--- src/rtl/hdmi_pkg.sv ---
// Shared TMDS definitions: symbol and disparity types plus the four
// control-period symbols sent during blanking.
package hdmi_pkg;

    typedef logic [9:0]        tmds_sym_t;
    typedef logic signed [4:0] disp_t;

    localparam tmds_sym_t CTRL_00 = 10'b1101010100;
    localparam tmds_sym_t CTRL_01 = 10'b0010101011;
    localparam tmds_sym_t CTRL_10 = 10'b0101010100;
    localparam tmds_sym_t CTRL_11 = 10'b1010101011;

    function automatic tmds_sym_t ctrl_symbol(input logic [1:0] c);
        tmds_sym_t sym;
        case (c)
            2'b00:   sym = CTRL_00;
            2'b01:   sym = CTRL_01;
            2'b10:   sym = CTRL_10;
            default: sym = CTRL_11;
        endcase
        return sym;
    endfunction

endpackage

--- src/rtl/hdmi_tmds_encoder_popcount8.sv ---
// Combinational ones counter for an 8-bit word.
module popcount8 (
    input  logic [7:0] bits,
    output logic [3:0] count
);

    always_comb begin
        count = '0;
        for (int unsigned i = 0; i < 8; i++) begin
            count = count + {3'b000, bits[i]};
        end
    end

endmodule

--- src/rtl/hdmi_tmds_encoder.sv ---
// Per-channel TMDS 8b/10b encoder: input register, transition minimisation,
// then DC balance against a running disparity. Three pipeline registers.
module hdmi_tmds_encoder
    import hdmi_pkg::*;
(
    input  logic       pixel_clk,
    input  logic       rst_n,
    input  logic       de,
    input  logic [7:0] din,
    input  logic       c0,
    input  logic       c1,
    output logic [9:0] tmds_data
);

    logic [7:0] s1_din;
    logic       s1_de;
    logic [1:0] s1_c;
    logic [3:0] s1_n1;

    logic [8:0] qm_next;
    logic [3:0] qm_n1;

    logic [8:0] s2_qm;
    logic [3:0] s2_n1q;
    logic       s2_de;
    logic [1:0] s2_c;

    disp_t      cnt;
    disp_t      cnt_next;
    tmds_sym_t  sym_next;

    popcount8 u_pop_din (
        .bits  (s1_din),
        .count (s1_n1)
    );

    // Chain is built in a block-local vector so each bit sees its finished predecessor.
    always_comb begin
        logic       use_xnor;
        logic [8:0] q;
        use_xnor = (s1_n1 > 4'd4) || ((s1_n1 == 4'd4) && !s1_din[0]);
        q        = '0;
        q[0]     = s1_din[0];
        for (int unsigned i = 1; i < 8; i++) begin
            q[i] = use_xnor ? ~(q[i-1] ^ s1_din[i]) : (q[i-1] ^ s1_din[i]);
        end
        q[8]    = ~use_xnor;
        qm_next = q;
    end

    popcount8 u_pop_qm (
        .bits  (qm_next[7:0]),
        .count (qm_n1)
    );

    always_comb begin
        disp_t n1q;
        disp_t n0q;
        disp_t diff;
        disp_t qm8_x2;
        disp_t nqm8_x2;
        n1q      = disp_t'({1'b0, s2_n1q});
        n0q      = 5'sd8 - n1q;
        diff     = n1q - n0q;
        qm8_x2   = s2_qm[8] ? 5'sd2 : 5'sd0;
        nqm8_x2  = s2_qm[8] ? 5'sd0 : 5'sd2;
        sym_next = '0;
        cnt_next = cnt;
        if ((cnt == '0) || (n1q == n0q)) begin
            sym_next = {~s2_qm[8], s2_qm[8], s2_qm[8] ? s2_qm[7:0] : ~s2_qm[7:0]};
            cnt_next = s2_qm[8] ? (cnt + diff) : (cnt - diff);
        end else if ((!cnt[4] && (n1q > n0q)) || (cnt[4] && (n0q > n1q))) begin
            sym_next = {1'b1, s2_qm[8], ~s2_qm[7:0]};
            cnt_next = cnt + qm8_x2 - diff;
        end else begin
            sym_next = {1'b0, s2_qm[8], s2_qm[7:0]};
            cnt_next = cnt - nqm8_x2 + diff;
        end
    end

    always_ff @(posedge pixel_clk or negedge rst_n) begin
        if (!rst_n) begin
            s1_din    <= '0;
            s1_de     <= 1'b0;
            s1_c      <= '0;
            s2_qm     <= '0;
            s2_n1q    <= '0;
            s2_de     <= 1'b0;
            s2_c      <= '0;
            cnt       <= '0;
            tmds_data <= CTRL_00;
        end else begin
            s1_din <= din;
            s1_de  <= de;
            s1_c   <= {c1, c0};
            s2_qm  <= qm_next;
            s2_n1q <= qm_n1;
            s2_de  <= s1_de;
            s2_c   <= s1_c;
            if (s2_de) begin
                tmds_data <= sym_next;
                cnt       <= cnt_next;
            end else begin
                tmds_data <= ctrl_symbol(s2_c);
                cnt       <= '0;
            end
        end
    end

endmodule

--- config.mk ---
export PLATFORM = sky130hd
export DESIGN_NAME = hdmi_tmds_encoder
export DESIGN_NICKNAME = d
export VERILOG_FILES = /design/src/rtl/hdmi_pkg.sv /design/src/rtl/hdmi_tmds_encoder_popcount8.sv /design/src/rtl/hdmi_tmds_encoder.sv
export SDC_FILE = /design/constraint.sdc
export NUM_CORES = 1
export LEC_CHECK = 0
export ABC_AREA = 0
export ABC_CLOCK_PERIOD_IN_PS = 10400
export CAP_MARGIN = 15
export CORE_MARGIN = 2
export CORE_UTILIZATION = 40
export DETAILED_ROUTE_END_ITERATION = 7
export PLACE_DENSITY = 0.68
export SLEW_MARGIN = 30
export SYNTH_ARGS = -nofsm -noshare
export SYNTH_HDL_FRONTEND = slang
export SYNTH_SLANG_ARGS = --single-unit
export TNS_END_PERCENT = 20
--- constraint.sdc ---
create_clock -name pixel_clk -period 10.4 [get_ports pixel_clk]
set_input_delay 1.56 -clock pixel_clk [delete_from_list [all_inputs] [get_ports pixel_clk]]
set_output_delay 1.56 -clock pixel_clk [all_outputs]
set_load 0.01 [all_outputs]
== Word level (Yosys, flattened, before mapping) ==
Index checks and enable logic that the tools add are counted.

* Register bits after elaboration: 42
* Logic and storage cells: 83
* Input port bits: 13

* Bitwise operators: 17
* $add $sub $neg: 22
* Eq/ne operators: 4
* Mux-type cells: 18
* Reduce and logical (&&, ||, !) cells: 10
* Order comparisons: 3

{| class="wikitable"
|+ Operators with widths
! operator !! number
|-
| 4-bit by 1-bit adder with 4-bit output || 12
|-
| 10-bit 2-to-1 mux || 3
|-
| 10-bit case mux with 3 select lines || 1
|-
| 5-bit 2-to-1 mux || 4
|-
| 5-bit subtractor || 3
|-
| 5-bit adder || 2
|-
| 5-bit greater-than comparator || 2
|-
| 1-bit NOT || 9
|-
| 8-bit 2-to-1 mux || 1
|-
| 8-bit NOT || 1
|-
| 1-bit 2-to-1 mux || 7
|-
| 1-bit XOR || 7
|-
| 5-bit by 3-bit adder with 5-bit output || 1
|-
| 5-bit == test || 1
|-
| 5-bit zero test || 1
|-
| 4-bit by 4-bit subtractor with 5-bit output, first input constant || 1
|-
| 5-bit by 3-bit subtractor with 5-bit output || 1
|-
| 1-bit by 1-bit adder with 2-bit output || 2
|-
| 4-bit by 3-bit == test with 1-bit output, second input constant || 1
|-
| 4-bit by 3-bit greater-than comparator with 1-bit output, second input constant || 1
|-
| 2-bit 2-to-1 mux || 2
|-
| 1-bit logical AND || 3
|-
| 1-bit logical OR || 3
|-
| 2-bit by 1-bit == test with 1-bit output, second input constant || 1
|-
| 3 further kinds || 4
|}

== Depth between registers and ports, before layout ==
Gate-level depths: netlist of run 1.

* Depth after elaboration: 30
* Gate-level depth with buffers: 20
* Mapped depth without buffers: 20

== By module ==
From an unflattened synthesis of run 1, not the netlist that was laid out.

* Cells, all modules: 238
* Area, all modules: 2,613.8 µm²

{| class="wikitable"
|+ By module, submodules not included
! module !! area an instance (µm²) !! cells each !! seq. area each (µm²) !! instances
|-
| hdmi_tmds_encoder || 2,233.4 || 190 || 1,057.3 || 1
|-
| popcount8 || 190.2 || 24 || 0.0 || 2
|}

== Worst setup path after synthesis of run 1 ==
OpenSTA, ideal clock, no wires.

* Path type: reg2reg
* Start point: reg s1_din[0]
* End point: reg s2_n1q[2]
* Stages on the path, launching flop included: 21
* Setup time: 123 ps
* Data arrival time: 5,570 ps
* Period minus slack after synthesis: 5,692 ps
* Slack: 4,708 ps
* Path through: dfrtp_1 ha_1 inv_1 fa_1 fa_1 inv_1 fa_1 fa_1 nor3b_1 o21ai_0 a21oi_1 xnor2_1 ha_1 inv_1 fa_1 inv_1 fa_1 inv_1 fa_1 fa_1 xnor2_1

* Word-level cells in the longest chain between the ends: 30
* Elaborated cells between the ends (all ways): 40
* Those cells by class: 14 x add/sub; 1 x order compare; 1 x eq/ne; 7 x mux; 14 x bitwise; 3 x reduce/logical

{| class="wikitable"
|+ RTL lines
! what !! RTL line !! source
|-
| start, declared || hdmi_tmds_encoder.sv:15 || <nowiki>logic [7:0] s1_din;</nowiki>
|-
| start signal, assigned || hdmi_tmds_encoder.sv:93 || <nowiki>s1_din <= din;</nowiki>
|-
| branches (longest 10 deep; another with 4-bit by 1-bit adder with 4-bit output) || -- ||
|-
| 1-bit 2-to-1 mux (*) || hdmi_tmds_encoder.sv:45 || <nowiki>q[i] = use_xnor ? ~(q[i-1] ^ s1_din[i]) : (q[i-1] ^ s1_din[i]);</nowiki>
|-
| named net qm_next[1] || hdmi_tmds_encoder.sv:20 || <nowiki>logic [8:0] qm_next;</nowiki>
|-
| branches (longest 18 deep; another with 4-bit by 1-bit adder with 4-bit output) || -- ||
|-
| 4-bit by 1-bit adder with 4-bit output (*) || hdmi_tmds_encoder_popcount8.sv:10 || <nowiki>count = count + {3'b000, bits[i]};</nowiki>
|-
| named net qm_n1[2] || hdmi_tmds_encoder.sv:21 || <nowiki>logic [3:0] qm_n1;</nowiki>
|-
| end signal, assigned || hdmi_tmds_encoder.sv:97 || <nowiki>s2_n1q <= qm_n1;</nowiki>
|-
| end, declared || hdmi_tmds_encoder.sv:24 || <nowiki>logic [3:0] s2_n1q;</nowiki>
|}

Mark *: on every way through the listed nets, which the timed path passes.

== Worst setup path after layout of run 1 ==
Same ends and word-level chain as after synthesis.

==> flow_summary.toml, run 1 <==
[route]
wl_mm = 4.10
m1WireLength_mm = 2.04
ant_nets = 0
dr.pass1.iters = 4
via_per_inst = 4.71
drt_iter0_markers = 43
wl_per_cell_um = 12.2
route.detailed.drc = 0
highest_layer = "met4"
wl_met3_um = 103
vias = 1579
route.met2.wl_mm = 1.92

[worst_setup_path]
start_kind = "flip-flop"
critPathMaxFanout = 4
critPathKind = "reg -> reg"
r2r-start = "s1_din[0]$_DFF_PN0_"
critPathArrivalTime_ns = 6.24
cp.required_ns = 10.58
worstSetupStartpoint = "s1_din[0]$_DFF_PN0_"
cp-end-kind = "flip-flop"

[synthesis]
yosysSeqAreaShare = 0.401
synthXorXnorAreaFrac = 0.126
yosysTopAreaCell = "dfrtp_1"
synth_top_area_frac = 0.351
synth_compound_area_frac = 0.0925
ys_warn_count = 0
synthAdderAreaFrac = 0.231
synthMuxAreaShare = 0.0294
synth_nets = 285
yosys.area_share.simple = 0.0579
synth_edf_count = 0
synth_area_leaders = "dfrtp_1 (35%), ha_1 (13%), fa_1 (9.9%)"
async_reset_ff_frac = 1.00
synth_flop_cell = "dfrtp_1"
synth_seq_cells = 42
synth.avg_cell_area_um2 = 11.4
synth.distinct_cells = 42
netlist_instances = 231
syn-cell-area_um2 = 2640
synth_top_family_by_area = "adder cells"

[global_routing]
grtUsageTotal = 0.128
grt_start_max_net_pins = 43
antenna_found_initial = 0
grt_pass1_vias = 1645
grt-ovfl-total = 0
grt_pass1_wl_mm = 7.38

[final_layout]
finish.utilization = 0.475
syn_to_final_growth_pct = 14.5
drive_above_1_share = 0.0853
final_area_um2 = 3020
layout_common_cells = "dfrtp_1 (37), inv_1 (36), ha_1 (28)"
final_common_cell = "dfrtp_1"
diodes = 0
fillers = 580
fin_nets = 311

[place]
hpwl_mm = 3.27
dpl_cell_area_um2 = 2930
io_buffers = 22
place_congestion = 0.808

[sta]
fmax_ghz = 0.165
worstMarginPinSlew_ns = 0.571
tns_ns = 0
timing.hold.ws_ns = 0.351
slew_headroom = 0.615
drv_slew = 0
rsz0062_at_grt = "no"
fin_skew_ns = 0.00472
period_share = 0.583
hold_viol = 0
fin_crit_ns = 6.06
setup_viol = 0

[floorplanning]
core-area_um2 = 6350
fp.dieW_um = 85.2
std_cell_rows = 29
die_y_um = 85.2
ioPinCount = 23
die_area_um2 = 7260
initial_utilization = 0.415

[cts]
clock-sinks = 42
cts_buffer_depth = 2
cts_setup_buffers = 0
cts_tree = "built"
clk_pin_slew_ns = 0.08
cts_buffers = 5
clk_latency_ns = 0.29
clockRootBuffer = "clkbuf_8"
hold_buffers = 0
h-tree-depth = 2
cts_resized = 0

[status]
status = "finished clean"

[hold_path]
min-delay-start = "s1_c[0]$_DFF_PN0_"
min_path_type = "reg -> reg"

[job]
drv_cap = 0
==> routing by layer <==
layer  vias to the layer above  track usage
met5                         -            0
li1                        799            -
met3                         5       0.0321
met1                       758        0.175
met4                         0       0.0404
met2                        17        0.201
==> critical path, cell delays in order, from the launching register on <==
cell     delay [ns]
dfrtp_1        0.41
ha_1           0.36
inv_1          0.07
fa_1           0.46
fa_1           0.50
inv_1          0.05
fa_1           0.39
fa_1           0.43
nor3b_1        0.26
o21ai_0        0.12
a21oi_1        0.39
xnor2_1        0.15
ha_1           0.30
inv_1          0.05
fa_1           0.47
inv_1          0.06
fa_1           0.50
inv_1          0.05
fa_1           0.40
fa_1           0.40
xnor2_1        0.13
==> cell type report <==
type / count / area, um2 / share of cell area
sequential: 42 / 1060 / 0.350
tap: 77 / 96.3 / 0.0319
multi-input combinational: 149 / 1420 / 0.470
inverter: 37 / 139 / 0.0460
timing repair buffer: 22 / 218 / 0.0721
clock buffer: 7 / 86.3 / 0.0286
clock inverter: 1 / 5.00 / 0.00166
==> sequential cells by signal, indices dropped and copies added (netlist names) <==
name / count
s2_qm: 9
s2_de: 1
tmds_data: 10
s1_de: 1
s2_c: 2
s2_n1q: 4
s1_din: 8
s1_c: 2
cnt: 5
==> Yosys cell counts (2+ instances only) <==
master,count
fa_1,13
xnor3_1,2
nand2_1,7
nor2_1,8
a211oi_1,3
o21a_1,2
inv_1,36
a21o_1,3
xor2_1,8
xnor2_1,23
o21ai_0,5
a21oi_1,8
ha_1,28
dfrtp_1,37
a221oi_1,2
dfstp_2,5
nor3_1,4
nor3b_1,2
mux2i_1,3
nand3_1,3
o21ai_1,8
==> cell families (layout without fill, tap and decap cells) <==
logic type / Yosys count / in the layout
xor gates and xnor gates: 34 / 34
buffers and inverters: 40 / 67
and+or+nand+nor: 30 / 30
muxes: 6 / 6
AOI/OAI and AO/OA: 38 / 38
DFF: 42 / 42
adders and majority gates: 41 / 41
==> stage by stage <==
step,cells,worst slack [ns]
2_1_floorplan,231,4.71
3_3_place_gp,327,4.54
3_5_place_dp,327,4.32
4_1_cts,335,4.33
5_1_grt,335,4.04
6_report,335,4.34
==> final timing paths <==
path                                          end  slack (ns)  cells past startpoint
max                           s2_n1q[2]$_DFF_PN0_        4.34                     20
min                             s2_c[0]$_DFF_PN0_        0.35                      0
max reg2reg                   s2_n1q[2]$_DFF_PN0_        4.34                     20
min reg2reg                     s2_c[0]$_DFF_PN0_        0.35                      0
max in group asynchronous  tmds_data[6]$_DFF_PN1_        8.79                      1
min in group asynchronous     s1_din[4]$_DFF_PN0_        1.23                      1
Power of run 1 is not shown: default switching activity piles up to over one toggle a cycle in this logic, so the estimate is an artifact.
==> run 2: changes to the inputs <==
- ABC_CLOCK_PERIOD_IN_PS: 10400 -> 5700
- clock period: 10.4 -> 5.7 ns (I/O delays scaled with it)
==> run 2 against run 1 <==
Hold slack better by 0.0051 ns. Register-to-register slack worse by 4.1 ns. Die area stayed put. Routed wire length rose by 4.7%. Fmax is 10% higher. Global-route usage is the same. Via count rose by 2.4%. First-iteration DRC count rose by 95%. Critical path type unchanged.
==> flow_summary.toml, run 2 (synthesis gave the netlist of run 1 again) <==
[status]
status = "finished clean"

[job]
drv_cap = 0

[sta]
worstMarginPinSlew_ns = 0.575
setup_viol = 0
fmax_ghz = 0.182
hold_viol = 0
timing.hold.ws_ns = 0.357
slew_headroom = 0.614
fin_crit_ns = 5.51
period_share = 0.966
fin_skew_ns = 0.00840
drv_slew = 0

[floorplanning]
fp.dieW_um = 85.2
die_area_um2 = 7260
core-area_um2 = 6350
ioPinCount = 23
die_y_um = 85.2
initial_utilization = 0.415
std_cell_rows = 29

[worst_setup_path]
critPathArrivalTime_ns = 5.70
cp_slowest_stage_delay_ns = 0.49
cp.required_ns = 5.89
slowest_stage = "fa_1"
crit_chain = "ha_1, inv_1, fa_1, fa_1, inv_1, fa_2, fa_1, nor3b_2, o21ai_1, a21oi_2, xnor2_1, ha_1, inv_1, fa_1, inv_1, fa_1, inv_1, fa_2, fa_1, inv_1"
r2r-start = "s1_din[0]$_DFF_PN0_"
worstRegToRegCells = 20
start_kind = "flip-flop"
worstSetupStartpoint = "s1_din[0]$_DFF_PN0_"
r2r_slack_ns = 0.19
critPathMaxFanout = 2
r2r-end = "s2_n1q[1]$_DFF_PN0_"
critPathKind = "reg -> reg"
cp-endpoint = "s2_n1q[1]$_DFF_PN0_"
cp-end-kind = "flip-flop"

[final_layout]
drive_above_1_share = 0.118
largestRegisters = "tmds_data: 10 flops, s2_qm: 9 flops, s1_din: 8 flops"
layout_common_cells = "dfrtp_1 (37), inv_1 (36), ha_1 (28)"
final_common_cell = "dfrtp_1"
fin_nets = 316
diodes = 0
top_register = "tmds_data"
syn_to_final_growth_pct = 17.4
largest_reg_flops = 10
fillers = 566

[place]
place_congestion = 0.779
io_buffers = 22
hpwl_mm = 3.34

[cts]
cts_buffers = 5
clk_latency_ns = 0.30
cts_buffer_depth = 2
h-tree-depth = 2
cts_tree = "built"
hold_buffers = 0
clockRootBuffer = "clkbuf_8"
clock-sinks = 42
clk_pin_slew_ns = 0.08

[global_routing]
grt-ovfl-total = 0
grt_pass1_vias = 1659
grt_pass1_wl_mm = 7.39
grt_start_max_net_pins = 43
antenna_found_initial = 0
grtUsageTotal = 0.128

[route]
via_per_inst = 4.76
dr.pass1.iters = 4
vias = 1617
ant_nets = 0
wl_per_cell_um = 12.6
drt_iter0_markers = 84
route.detailed.drc = 0
wl_mm = 4.30

[hold_path]
min_path_type = "reg -> reg"
-- run 2: stage by stage --
step | util | worst slack (ns) | cell area, um2 | std cells | setup TNS [ns]
6_report | 0.487 | 0.194 | 3100 | 340 | 0
5_1_grt | 0.487 | -0.00375 | 3100 | 340 | -0.00375
4_1_cts | 0.485 | 0.0488 | 3080 | 339 | 0
3_5_place_dp | 0.464 | -0.0165 | 2950 | 330 | -0.0246
3_3_place_gp | 0.464 | 0.147 | 2950 | 330 | 0
2_1_floorplan | - | 0.00794 | 2640 | 231 | 0
-- run 2: how the worst min path moves through the flow --
stage	cells after the start	slack [ns]	end	from
floorplan	0	0.33	s2_c[0]$_DFF_PN0_	s1_c[0]$_DFF_PN0_
finish	0	0.36	s2_c[1]$_DFF_PN0_	s1_c[1]$_DFF_PN0_
global placement	0	0.33	s2_c[0]$_DFF_PN0_	s1_c[0]$_DFF_PN0_
detailed placement	0	0.34	s2_c[0]$_DFF_PN0_	s1_c[0]$_DFF_PN0_
global route	0	0.36	s2_c[1]$_DFF_PN0_	s1_c[1]$_DFF_PN0_
CTS	0	0.36	s2_c[0]$_DFF_PN0_	s1_c[0]$_DFF_PN0_
-- run 2: layer usage --
layer / vias to the layer above / global-route usage / share of wire
met5: - / 0 / 0
met4: 0 / 0.0361 / 0.013
met3: 8 / 0.0302 / 0.030
met2: 26 / 0.210 / 0.47
met1: 773 / 0.170 / 0.48
li1: 810 / - / -
-- run 2: cell type report --
class                   count  area (um2)  area share
multi-input cells         149        1430       0.462
flip-flops and latches     42        1060       0.342
repair buffers             27         255      0.0825
inverters                  37         139      0.0449
well taps                  77        96.3      0.0311
clock buffers               7        86.3      0.0279
clock inverters             1        30.0     0.00970
-- run 2: repair_timing --
action | CTS | global route
pin swaps | 1 | 1
gates cloned | 0 | 0
buffers inserted | 1 | 1
endpoints found under the setup margin | 2 | 2
resized for setup | 1 | 4
-- run 2: critical path: cells and delay by family, from the launching register on --
family | cells | cell delay [ns]
adders and majority gates | 10 | 4.11
DFF | 1 | 0.39
AOI/OAI and AO/OA | 2 | 0.29
buffers and inverters | 6 | 0.28
and+or+nand+nor | 1 | 0.22
xor gates and xnor gates | 1 | 0.10
Power of run 2 is left out for the same reason.
==> run 3: changes to the inputs <==
- ABC_CLOCK_PERIOD_IN_PS: 5700 -> not set
==> results of run 3 <==
No change in the layout: final DEF, timing and power equal those of run 2.
Power of run 3 is left out for the same reason.
